$ cat src/rtl/serial_adder_if.sv
// Handshake/result bundle for serial_adder. The ovf signal and its modport
// entries exist only when SERIAL_ADDER_OVF_EN is defined.
interface serial_adder_if #(
  parameter int WIDTH = 8
);
  logic             start;
  logic [WIDTH-1:0] a;
  logic [WIDTH-1:0] b;
  logic             cin;
  logic             busy;
  logic             done;
  logic [WIDTH-1:0] sum;
  logic             cout;
`ifdef SERIAL_ADDER_OVF_EN
  logic             ovf;

  modport master (
    output start, a, b, cin,
    input  busy, done, sum, cout, ovf
  );

  modport slave (
    input  start, a, b, cin,
    output busy, done, sum, cout, ovf
  );
`else
  modport master (
    output start, a, b, cin,
    input  busy, done, sum, cout
  );

  modport slave (
    input  start, a, b, cin,
    output busy, done, sum, cout
  );
`endif
endinterface

$ cat src/rtl/serial_adder.sv
// Bit-serial LSB-first adder built around one full_adderV cell and a carry flop.
// Optional signed-overflow output is enabled by defining SERIAL_ADDER_OVF_EN.

module full_adderV (
  input  logic a,
  input  logic b,
  input  logic c,
  output logic fsum,
  output logic fcarry_out
);
  assign fsum       = a ^ b ^ c;
  assign fcarry_out = (a & b) | (c & (a ^ b));
endmodule

module serial_adder #(
  parameter int WIDTH = 8
) (
  input  logic          clk,
  input  logic          rst,
  serial_adder_if.slave bus
);
  localparam int CW = (WIDTH > 1) ? $clog2(WIDTH) : 1;
  localparam logic [CW-1:0] LAST_BIT = CW'(WIDTH - 1);

  typedef enum logic [1:0] {
    IDLE = 2'd0,
    RUN  = 2'd1,
    DONE = 2'd2
  } state_t;

  state_t           state;
  logic [WIDTH-1:0] a_sh;
  logic [WIDTH-1:0] b_sh;
  // Holds the WIDTH-1 sum bits already produced; the final bit joins on the last step.
  logic [WIDTH-2:0] s_sh;
  logic             carry;
  logic [CW-1:0]    cnt;

  logic             busy;
  logic             done;
  logic [WIDTH-1:0] sum;
  logic             cout;
`ifdef SERIAL_ADDER_OVF_EN
  logic             ovf;
`endif

  logic             fsum;
  logic             fcarry_out;
  logic [WIDTH-1:0] sum_next;

  full_adderV u_fa (
    .a          (a_sh[0]),
    .b          (b_sh[0]),
    .c          (carry),
    .fsum       (fsum),
    .fcarry_out (fcarry_out)
  );

  assign sum_next = {fsum, s_sh};

  // Controller and datapath: one state register set with Moore busy/done outputs.
  always_ff @(posedge clk or posedge rst) begin
    if (rst) begin
      state <= IDLE;
      a_sh  <= {WIDTH{1'b0}};
      b_sh  <= {WIDTH{1'b0}};
      s_sh  <= {(WIDTH-1){1'b0}};
      carry <= 1'b0;
      cnt   <= {CW{1'b0}};
      busy  <= 1'b0;
      done  <= 1'b0;
      sum   <= {WIDTH{1'b0}};
      cout  <= 1'b0;
`ifdef SERIAL_ADDER_OVF_EN
      ovf   <= 1'b0;
`endif
    end else begin
      case (state)
        IDLE: begin
          done <= 1'b0;
          if (bus.start) begin
            a_sh  <= bus.a;
            b_sh  <= bus.b;
            carry <= bus.cin;
            cnt   <= {CW{1'b0}};
            busy  <= 1'b1;
            state <= RUN;
          end else begin
            busy  <= 1'b0;
            state <= IDLE;
          end
        end
        RUN: begin
          s_sh  <= sum_next[WIDTH-1:1];
          a_sh  <= {1'b0, a_sh[WIDTH-1:1]};
          b_sh  <= {1'b0, b_sh[WIDTH-1:1]};
          carry <= fcarry_out;
          cnt   <= cnt + CW'(1);
          if (cnt == LAST_BIT) begin
            sum   <= sum_next;
            cout  <= fcarry_out;
`ifdef SERIAL_ADDER_OVF_EN
            // carry still holds the carry into the MSB on this step
            ovf   <= carry ^ fcarry_out;
`endif
            busy  <= 1'b0;
            done  <= 1'b1;
            state <= DONE;
          end else begin
            busy  <= 1'b1;
            done  <= 1'b0;
            state <= RUN;
          end
        end
        DONE: begin
          busy  <= 1'b0;
          done  <= 1'b0;
          state <= IDLE;
        end
        default: begin
          busy  <= 1'b0;
          done  <= 1'b0;
          state <= IDLE;
        end
      endcase
    end
  end

  assign bus.busy = busy;
  assign bus.done = done;
  assign bus.sum  = sum;
  assign bus.cout = cout;
`ifdef SERIAL_ADDER_OVF_EN
  assign bus.ovf  = ovf;
`endif

endmodule

$ cat src/flat_wrapper.sv
// flat-port wrapper written by rule: the top's interface ports become plain ports
module serial_adder_flat 
#(
  parameter int WIDTH = 8
)
  (clk, rst, bus_start, bus_a, bus_b, bus_cin, bus_busy, bus_done, bus_sum, bus_cout);
  serial_adder_if #(.WIDTH(WIDTH)) bus_i ();
  input  logic clk;
  input  logic rst;
  input wire logic [$bits(bus_i.start)-1:0] bus_start;
  input wire logic [$bits(bus_i.a)-1:0] bus_a;
  input wire logic [$bits(bus_i.b)-1:0] bus_b;
  input wire logic [$bits(bus_i.cin)-1:0] bus_cin;
  output wire logic [$bits(bus_i.busy)-1:0] bus_busy;
  output wire logic [$bits(bus_i.done)-1:0] bus_done;
  output wire logic [$bits(bus_i.sum)-1:0] bus_sum;
  output wire logic [$bits(bus_i.cout)-1:0] bus_cout;
  assign bus_i.start = bus_start;
  assign bus_i.a = bus_a;
  assign bus_i.b = bus_b;
  assign bus_i.cin = bus_cin;
  assign bus_busy = bus_i.busy;
  assign bus_done = bus_i.done;
  assign bus_sum = bus_i.sum;
  assign bus_cout = bus_i.cout;
  serial_adder #(.WIDTH(WIDTH)) u_core (.clk(clk), .rst(rst), .bus(bus_i));
endmodule
$ cat config.mk
export PLATFORM = sky130hd
export DESIGN_NAME = serial_adder_flat
export DESIGN_NICKNAME = d
export VERILOG_FILES = /design/src/rtl/serial_adder_if.sv /design/src/rtl/serial_adder.sv /design/src/flat_wrapper.sv
export SDC_FILE = /design/constraint.sdc
export NUM_CORES = 1
export LEC_CHECK = 0
export ABC_AREA = 1
export CAP_MARGIN = 20
export CORE_ASPECT_RATIO = 1.2
export CORE_UTILIZATION = 51
export DETAILED_ROUTE_END_ITERATION = 12
export PLACE_DENSITY = 0.84
export SETUP_SLACK_MARGIN = 0.4
export SYNTH_ARGS = -nofsm -noshare
export SYNTH_HDL_FRONTEND = slang
export SYNTH_SLANG_ARGS = --single-unit
$ cat constraint.sdc
create_clock -name clk -period 1.3 [get_ports clk]
set_input_delay 0.195 -clock clk [delete_from_list [all_inputs] [get_ports clk]]
set_output_delay 0.195 -clock clk [all_outputs]
set_load 0.03 [all_outputs]
==> metrics.txt <==
RSZ-0062 raised after global routing true; crit path max fanout 6; grt total ovfl 0; Root Driver clkbuf_4; Hold Buf Count CTS 0; Routed WL 5.26 mm; Pint roughly 3.7 mW; clock-pin slew on the worst setup and hold paths around 0.13 ns; CP Class reg2reg; synth warn 0; max cap viols 0; Worst IR Drop VDD about 0.0019 V; worst path cell trace clkinv_4 > buf_6 > buf_4 > nand3_1 > nand2_1 > nand2_1 > nand2_1; P&R area growth vs syn 58.3%; row cnt 22; vias per cell 5.60; Starting Density 55.3%; drt initial violations ~90; Final #Nets 299; grt met3 use 6.46%; global-route wire length before repair 7.68 mm; status completed; GRT Overall Usage between 20% and 30%; TritonCTS Buffers 5; Critical Path AT 1.51 ns; placed cells between 200 and 300; Synthesized Nets 230; Hold/Removal Path Class in2async; DRC 0; slew of the pin with the lowest slew margin 0.287 ns; Reg area 953 um2; Power Density roughly 2400 nW/um2; hpwl dp 2.32 mm; die height approximately 66 um; switch share 43.2%; Core Area 3170 um2; H-tree depth 2; most frequent cells in the layout nand2_1, dfrtp_1, nand2_2, buf_6, buf_4; met1 Usage GRT 31.8%; crit path time final 1.28 ns; Logic pwr share between 50% and 60%; Leak 1.40 nW; # clock sinks 38; Cell Area, Synth 1750 um2; Seq pwr share 32.3%; Diodes inserted 0; wire per inst between 15 and 20 um; CP endpoint kind flip-flop; post-route non-filler standard cell count 312; max incr delay on CP roughly 0.46 ns; vias 1747; Max Root-Sink Buffers 2; commonest non-fill, non-tap cell in the layout nand2_1; CP required 1.54 ns; Post-DRT Antenna Nets 0; Skew-Pair Late Insertion Delay between 0.3 and 0.4 ns; GRT Max-Usage Layer met2; Yosys reg bits 38; # IOs 31; CTS tree done; vias in the first global route between 1500 and 2000; NetSw 2.83 mW; post-route clock period utilization 98.1%; count of input and output buffers 30; Die Area 3670 um2; Crit. Startpoint u_core.bus.done; Worst path most repeated cell nand2_1; Clk network pwr share 9.1%; power consumption ~6.6 mW; Die W 55.5 um; Crit-path slowest cell dfrtp_2; Filler cells 141; reg2reg path depth 7; relative slew slack 80.8%; Mapped Avg Cell Area 8.46 um2; CP Launch Type flip-flop; final setup vio count 0; Post-Route Skew 0.0254 ns; post-layout util 87.6%; Final Wtd Congestion 0.752; Syn Inst Count 207; largest net degree at the start of global routing 39; Crit Reg-Reg Startpoint u_core.bus.done; Pre-Repair DR Iteration Count 5; Multi-input gate area 897 um2; initial antenna violation count 0; grt met2 use a little over half; Max Transition Viols Final 0; Yosys cell types 15; Hold Fails Final Rpt 0; share of post-route cells with drive strength above 1 43.8%; Seq/Total Area, Yosys 54.3%; Fmax achieved 784 MHz
path summary, 6_finish.rpt:
kind	to	slack (ns)
worst max-delay path	u_core.b_sh[1]	0.02
worst min-delay path	u_core.bus.done	0.20
worst max register to register	u_core.b_sh[1]	0.02
worst min register to register	u_core.b_sh[6]	0.51
max in group asynchronous	u_core.state[0]	0.88
min in group clk	u_core.b_sh[7]	0.42
area by class of cell:
class	count	share of cell area [%]
sequential	38	34.4
multi-input combinational	149	32.4
timing repair buffer	71	27.9
inverter	11	1.99
tap	36	1.62
clock buffer	5	1.35
clock inverter	2	0.361
critical path, delay by kind of cell, from the launching register on:
kind          cells  cell delay (ns)
buf+inv           3             0.41
flops             1             0.46
simple gates      4             0.27
registers in the layout (all words and copies together), names as in the netlist:
name             cells
u_core.cnt           3
u_core.s_sh          7
u_core.a_sh          8
u_core.bus.cout      1
u_core.carry         1
u_core.bus.sum       8
u_core.bus.done      1
u_core.b_sh          8
u_core.state         1
cells by family (layout without fill, tap and decap cells):
logic type,after synthesis,in the layout,share of synthesized area [%]
AO/OA/AOI/OAI,17,17,6.57
buffers and inverters,22,89,7.21
flip-flops,38,38,54.3
adder cells (fa/ha/maj),3,3,2.57
AND/OR/NAND/NOR,127,129,29.4
synth_stat cells:
| cell | instances | area, um2 |
|---|---|---|
| nand3_1 | 19 | 95.1 |
| inv_1 | 10 | 37.5 |
| nor2_1 | 1 | 3.75 |
| nand2_1 | 106 | 398 |
| ha_1 | 2 | 25.0 |
| dfrtp_1 | 38 | 951 |
| fa_1 | 1 | 20.0 |
| buf_4 | 5 | 37.5 |
| buf_2 | 2 | 10.0 |
| inv_2 | 1 | 3.75 |
| clkbuf_1 | 1 | 3.75 |
| buf_6 | 3 | 33.8 |
| o21ai_0 | 9 | 45.0 |
| nand3_4 | 1 | 17.5 |
| o21ai_2 | 8 | 70.1 |
power by group through the flow:
stage	clock network [mW]	logic (mW)	registers, mW
3_3_place_gp	0	2.18	2.01
6_report	0.595	3.84	2.12
2_1_floorplan	0	1.49	2.21
3_5_place_dp	0	2.24	2.03
5_1_grt	0.654	4.15	2.16
4_1_cts	0.581	3.21	2.03
what timing repair did:
item	in CTS	in global routing
gates resized for setup	112	43
pin swaps	6	11
buffers inserted	19	8
hold endpoints to repair	0	0
endpoints found under the setup margin	49	49
gates cloned	6	0
per-layer routing:
metal / vias up / part of all wire, %
met2: 101 / 53
li1: 789 / -
met1: 839 / 37
met4: 0 / 3.8
met5: - / 0
met3: 18 / 6.6
per-stage QoR:
step,area (um2),TNS (ns),setup slack [ns],hold slack [ns]
2_1_floorplan,1800,0,0.151,0.161
3_3_place_gp,2120,0,0.0258,0.455
3_5_place_dp,2120,0,0.0255,0.463
4_1_cts,2570,0,0.0928,0.223
5_1_grt,2770,-0.0356,-0.0322,0.230
6_report,2770,0,0.0247,0.202
Note: power is estimated with default switching activity, not from simulation.
